## src/rtl/timer_keypad_loader_pkg.sv

```systemverilog
// Shared definitions for the cook-timer keypad blocks.
//   - Digit geometry (digit width, number of digit positions, buffer width).
//   - Key codes for CLEAR/STOP and START.
//   - Loader FSM state encoding.
//   - Helper that classifies a key code as a decimal digit.
package timer_keypad_loader_pkg;

    localparam int DIGIT_W = 4;                  // one BCD digit
    localparam int NDIGITS = 4;                  // MM:SS
    localparam int DATA_W  = DIGIT_W * NDIGITS;  // 16-bit load word
    localparam int CNT_W   = 3;                  // holds 0..NDIGITS

    localparam logic [DIGIT_W-1:0] KEY_CLEAR = 4'hA;
    localparam logic [DIGIT_W-1:0] KEY_START = 4'hB;

    typedef enum logic [1:0] {
        ST_ENTRY = 2'd0,
        ST_LOAD  = 2'd1,
        ST_RUN   = 2'd2
    } state_t;

    // Codes 0-9 are digits; 10/11 are commands; 12-15 are unused keys.
    function automatic logic is_digit(input logic [DIGIT_W-1:0] code);
        return (code <= 4'd9);
    endfunction

endpackage

```

## src/rtl/timer_keypad_loader_key_edge.sv

```systemverilog
// key_edge_detect
//   Turns a level "key held" signal into a single accept pulse on the first
//   clock edge of each press, so a held key is acted on exactly once.
// Ports
//   clk          in  system clock, rising edge
//   rst_n        in  asynchronous active-low reset
//   key_valid_i  in  high while a key is held (already debounced)
//   accept_o     out high during the cycle in which a new press is seen;
//                    the consumer acts on it at the next rising edge
module key_edge_detect (
    input  logic clk,
    input  logic rst_n,
    input  logic key_valid_i,
    output logic accept_o
);

    logic key_prev_q;

    always_ff @(posedge clk or negedge rst_n) begin
        if (!rst_n) begin
            key_prev_q <= 1'b0;
        end else begin
            key_prev_q <= key_valid_i;
        end
    end

    // Feeds only registered state in the consumer, so no key input reaches
    // a module output combinationally.
    assign accept_o = key_valid_i & ~key_prev_q;

endmodule

```

## src/rtl/timer_keypad_loader.sv

```systemverilog
// timer_keypad_loader
//   Keypad front end for the cook timer. Collects digit presses into a
//   4-digit shift buffer, issues a one-cycle load to the BCD down-counter
//   chain on START, then keeps the chain enabled until it reports 00:00
//   or the user presses CLEAR/STOP.
// Ports
//   clk        in   system clock, rising edge
//   rst        in   asynchronous active-low reset
//   key_valid  in   high while a key is held
//   key_code   in   [3:0] 0-9 digit, 4'hA CLEAR, 4'hB START, 12-15 ignored
//   zero_L     in   low when the counter chain reads 00:00
//   load       out  one-cycle pulse, counters copy d_out
//   enablen    out  active-low count enable to the counter chain
//   d_out      out  [15:0] {min tens, min units, sec tens, sec units}
//   digit_cnt  out  [2:0] digits entered since last clear, saturates at 4
//   done       out  one-cycle pulse when the countdown reaches 00:00
// All outputs come straight from registers.
module timer_keypad_loader
    import timer_keypad_loader_pkg::*;
(
    input  logic              clk,
    input  logic              rst,
    input  logic              key_valid,
    input  logic [DIGIT_W-1:0] key_code,
    input  logic              zero_L,
    output logic              load,
    output logic              enablen,
    output logic [DATA_W-1:0] d_out,
    output logic [CNT_W-1:0]  digit_cnt,
    output logic              done
);

    state_t              state_q, state_d;
    logic [DATA_W-1:0]   digits_q, digits_d;
    logic [CNT_W-1:0]    cnt_q, cnt_d;
    logic                load_q, load_d;
    logic                enablen_q, enablen_d;
    logic                done_q, done_d;
    logic                run_first_q, run_first_d;

    logic                accept;
    logic [DATA_W-1:0]   digits_shifted;

    key_edge_detect u_key_edge (
        .clk         (clk),
        .rst_n       (rst),
        .key_valid_i (key_valid),
        .accept_o    (accept)
    );

    // New digit enters at the seconds-units end; the minutes-tens digit
    // falls off the top on a fifth entry.
    generate
        for (genvar gi = 0; gi < NDIGITS; gi++) begin : g_shift
            if (gi == 0) begin : g_lsd
                assign digits_shifted[DIGIT_W-1:0] = key_code;
            end else begin : g_upper
                assign digits_shifted[gi*DIGIT_W +: DIGIT_W] =
                    digits_q[(gi-1)*DIGIT_W +: DIGIT_W];
            end
        end
    endgenerate

    always_comb begin
        state_d     = state_q;
        digits_d    = digits_q;
        cnt_d       = cnt_q;
        load_d      = 1'b0;
        done_d      = 1'b0;
        run_first_d = 1'b0;

        unique case (state_q)
            ST_ENTRY: begin
                if (accept) begin
                    if (is_digit(key_code)) begin
                        digits_d = digits_shifted;
                        if (cnt_q != CNT_W'(NDIGITS)) begin
                            cnt_d = cnt_q + 3'd1;
                        end
                    end else if (key_code == KEY_CLEAR) begin
                        digits_d = '0;
                        cnt_d    = '0;
                    end else if (key_code == KEY_START) begin
                        // Nothing to count down: leave START without effect.
                        if ((cnt_q != '0) && (digits_q != '0)) begin
                            state_d = ST_LOAD;
                            load_d  = 1'b1;
                        end
                    end
                end
            end

            ST_LOAD: begin
                // Keys pressed here are dropped; the edge detector still
                // tracks the key level so a held key is not replayed later.
                state_d     = ST_RUN;
                run_first_d = 1'b1;
            end

            ST_RUN: begin
                if (accept && (key_code == KEY_CLEAR)) begin
                    // STOP takes priority over a simultaneous terminal count.
                    state_d  = ST_ENTRY;
                    digits_d = '0;
                    cnt_d    = '0;
                end else if (!run_first_q && !zero_L) begin
                    // zero_L is not trusted in the first RUN cycle: the
                    // counters have only just taken the load.
                    state_d  = ST_ENTRY;
                    digits_d = '0;
                    cnt_d    = '0;
                    done_d   = 1'b1;
                end
            end

            default: begin
                state_d  = ST_ENTRY;
                digits_d = '0;
                cnt_d    = '0;
            end
        endcase

        enablen_d = (state_d != ST_RUN);
    end

    always_ff @(posedge clk or negedge rst) begin
        if (!rst) begin
            state_q     <= ST_ENTRY;
            digits_q    <= '0;
            cnt_q       <= '0;
            load_q      <= 1'b0;
            enablen_q   <= 1'b1;
            done_q      <= 1'b0;
            run_first_q <= 1'b0;
        end else begin
            state_q     <= state_d;
            digits_q    <= digits_d;
            cnt_q       <= cnt_d;
            load_q      <= load_d;
            enablen_q   <= enablen_d;
            done_q      <= done_d;
            run_first_q <= run_first_d;
        end
    end

    assign load      = load_q;
    assign enablen   = enablen_q;
    assign d_out     = digits_q;
    assign digit_cnt = cnt_q;
    assign done      = done_q;

endmodule

```

## config.mk

```make
export PLATFORM = sky130hd
export DESIGN_NAME = timer_keypad_loader
export DESIGN_NICKNAME = d
export VERILOG_FILES = /design/src/rtl/timer_keypad_loader_pkg.sv /design/src/rtl/timer_keypad_loader_key_edge.sv /design/src/rtl/timer_keypad_loader.sv
export SDC_FILE = /design/constraint.sdc
export NUM_CORES = 1
export LEC_CHECK = 0
export ABC_AREA = 1
export CAP_MARGIN = 20
export CORE_AREA = 2 2 53 55
export DETAILED_ROUTE_END_ITERATION = 10
export DIE_AREA = 0 0 55 57
export GPL_ROUTABILITY_DRIVEN = 1
export PLACE_DENSITY = 0.82
export SLEW_MARGIN = 15
export SYNTH_ARGS = -nofsm -noshare
export SYNTH_HDL_FRONTEND = slang
export SYNTH_SLANG_ARGS = --single-unit
```

## constraint.sdc

```tcl
create_clock -name clk -period 2 [get_ports clk]
set_input_delay 0.3 -clock clk [delete_from_list [all_inputs] [get_ports clk]]
set_output_delay 0.3 -clock clk [all_outputs]
set_load 0.05 [all_outputs]
```

==> flow_summary.yaml <==
logic_synthesis:
  ys_warn_count: 0
  syn_nets: 164
  syn_inst: 154
  synth-async-reset-ratio_pct: 100
  synth_flop_cell: "dfrtp_1"
  yosysSeqAreaShare_pct: 49.7
  syn_area_per_cell_um2: 8.51
  synth_compound_area_share_pct: 3.24
  synth-seq-cells: 26
  synth_edf_count: 0
  netlist_area_um2: 1310
  synthAdderAreaFrac_pct: 1.91
  synth-xor-area-share_pct: 0.668
  yosysUniqueCellTypes: 23
  muxShareOfSynthArea_pct: 0
  yosysTopAreaCell: "dfrtp_1"
  synthTopCellsByArea: "dfrtp_1 48%, nand2_1 15%, nand4_1 9.5%"
  synth-simple-area-share_pct: 36.6
  synth_top_family_by_area: "simple AND/OR/NAND/NOR gates"
  synth_top_area_share_pct: 47.7
setup_path:
  cp-start-kind: "flop"
  critPathBufInv: 1
  path_cells: "clkdlybuf4s50_1"
  end_kind: "primary output"
  critPathMaxStageDelay_ns: 0.79
  worst_ep_arrival_time_ns: 1.65
  crit_path_max_fanout: 1
  reg2regPathDepth: 7
  critPathKind: "flop to primary output"
  cp_top_family: "buffers and inverters"
  critPathSlowestCell: "clkdlybuf4s50_1"
  path_depth: 1
  worstPathRequired_ns: 1.70
placed_design:
  placed_area_um2: 1620
  place_ws_ns: 0.0697
  post-dp-hpwl_mm: 2.18
  dpl.cell_count: 212
  gp_congestion: 0.921
  portBuffers: 29
sta:
  relSlewSlack_pct: 66.3
  drv_slew: 0
  setup_viol: 0
  setup_ws_ns: 0.0520
  worst_slew_pin_slew_ns: 0.501
  fin_crit_ns: 1.95
  period_share_pct: 97.4
  finalHoldViolations: 0
  setup_tns_ns: 0
  fin_worst_skew_ns: 0.00119
  rsz0062_at_grt: "false"
  fmax_ghz: 0.513
clock_tree:
  cts_buffer_depth: 2
  ctsResizeCount: 0
  ctsHoldBuffers: 0
  cts_tree: "built"
  insertion_delay_ns: 0.32
  post_cts_buffers: 0
  cts_max_level: 1
  cts_root_buf: "clkbuf_4"
  clk_pin_slew_ns: 0.14
  clock_sinks: 26
  cts_buffers: 3
grt:
  busiest_layer: "met2"
  met2_usage_pct: 33.8
  grt_pass1_vias: 1066
  met3_usage_pct: 3.14
  grt_pass1_wl_mm: 4.82
  grt_use_met1_pct: 28.1
  grt_max_degree: 27
  overflow: 0
  grt_use_total_pct: 21.3
  antenna_found_initial: 0
die:
  io_pins: 30
  core_um2: 2620
  dieArea_um2: 3140
  initial_core_util_pct: 50.1
  rows: 19
  die_h_um: 57
  die_w_um: 55
power:
  p_int_w: 0.00106
  p_sw_share_pct: 46.3
  share_comb_of_total_power_pct: 48.3
  peakVddDrop_mv: 0.950
  pwr-share-seq_pct: 38.1
  power_switching_w: 0.000910
  powerDensity_nw_per_um2: 1190
  p_leak_nw: 0.830
  clkPwrFrac_pct: 13.6
layout:
  layout_common_cells: "52 x nand2_1, 29 x clkdlybuf4s50_1, 25 x dfrtp_1, 20 x nand4_1, 19 x nor2_1"
  fillers: 222
  syn_to_final_growth_pct: 26.0
  layoutNonFillerInstCount: 216
  nets: 196
  fin_area_um2: 1650
  drive_gt1_share_pct: 9.73
  mostFrequentLayoutCell: "nand2_1"
  utilization_pct: 63.2
  num_antenna_cells: 0
route:
  ant_nets: 0
  drt-total-wl_mm: 2.86
  wl_per_cell_um: 13.3
  avgViaCountPerCell: 5.40
  drtIter0Drc: 24
  drc_errors: 0
  vias: 1166
  first_pass_iters: 4
job:
  maxCapViolCount: 0
hold_path:
  hold_path.class: "input pin to async pin"
run_status:
  status: "complete, no violations"
[power groups by stage]
| stage | Sequential (W) | Clock, W | Combinational, W |
|---|---|---|---|
| final | 0.000748 | 0.000268 | 0.000950 |
| after global routing | 0.000765 | 0.000293 | 0.00103 |
| after CTS | 0.000747 | 0.000272 | 0.000957 |
| after detailed placement | 0.000756 | 0 | 0.000953 |
| after global placement | 0.000753 | 0 | 0.000938 |
| after floorplan | 0.00110 | 0 | 0.000294 |
[final cells by class]
class / count / area, µm² / area share, %
Clock buffer: 4 / 36.3 / 2.20
Inverter: 13 / 48.8 / 2.95
Multi-Input combinational cell: 109 / 557 / 33.7
Sequential cell: 26 / 652 / 39.4
Tap cell: 31 / 38.8 / 2.35
Timing Repair Buffer: 33 / 320 / 19.4
[registers in the layout, indices dropped and copies added, names as in the netlist]
name,flops
d_out,16
digit_cnt,3
state_q,2
done,1
enablen,1
load,1
run_first_q,1
u_key_edge.key_prev_q,1
[Yosys cell counts (2+ instances only)]
cell type,count
nor4_1,2
nor2_4,2
ha_1,2
nand3_1,2
buf_4,2
a31oi_1,2
nand4_1,20
buf_6,3
inv_1,11
nand2_1,52
dfrtp_1,25
nor2_1,19
inv_2,2
[path summary, 6_finish.rpt]
check                                       from                         endpoint  slack, ns
hold reg to reg            run_first_q$_DFF_PN0_                   done$_DFF_PN0_       0.51
setup reg to reg            state_q[0]$_DFF_PN0_             d_out[9]$_DFFE_PN0P_       0.41
setup / recovery               enablen$_DFF_PN1_                          enablen       0.05
max in group asynchronous                    rst                enablen$_DFF_PN1_       1.38
hold / removal                               rst         digit_cnt[0]$_DFFE_PN0P_       0.32
min in group clk                       key_valid  u_key_edge.key_prev_q$_DFF_PN0_       0.43
[cells by family after synthesis]
kind of cell	after synthesis
XOR/XNOR	1
adder cells (fa/ha/maj)	2
AND/OR/NAND/NOR	101
flip-flops	26
buffers and inverters	19
AO/OA/AOI/OAI	5
[through the flow]
stage	hold slack (ns)	power [W]
after floorplan	0.00441	0.00139
after detailed placement	0.499	0.00171
after global routing	0.358	0.00209
final	0.319	0.00197
after CTS	0.326	0.00198
after global placement	0.491	0.00169
[layer usage]
metal	part of all wire, %	vias to the layer above
li1	-	564
met1	43	549
met2	49	42
met3	4.2	11
met4	3.2	0
met5	0	-
Power figures use the tool's default switching activity.
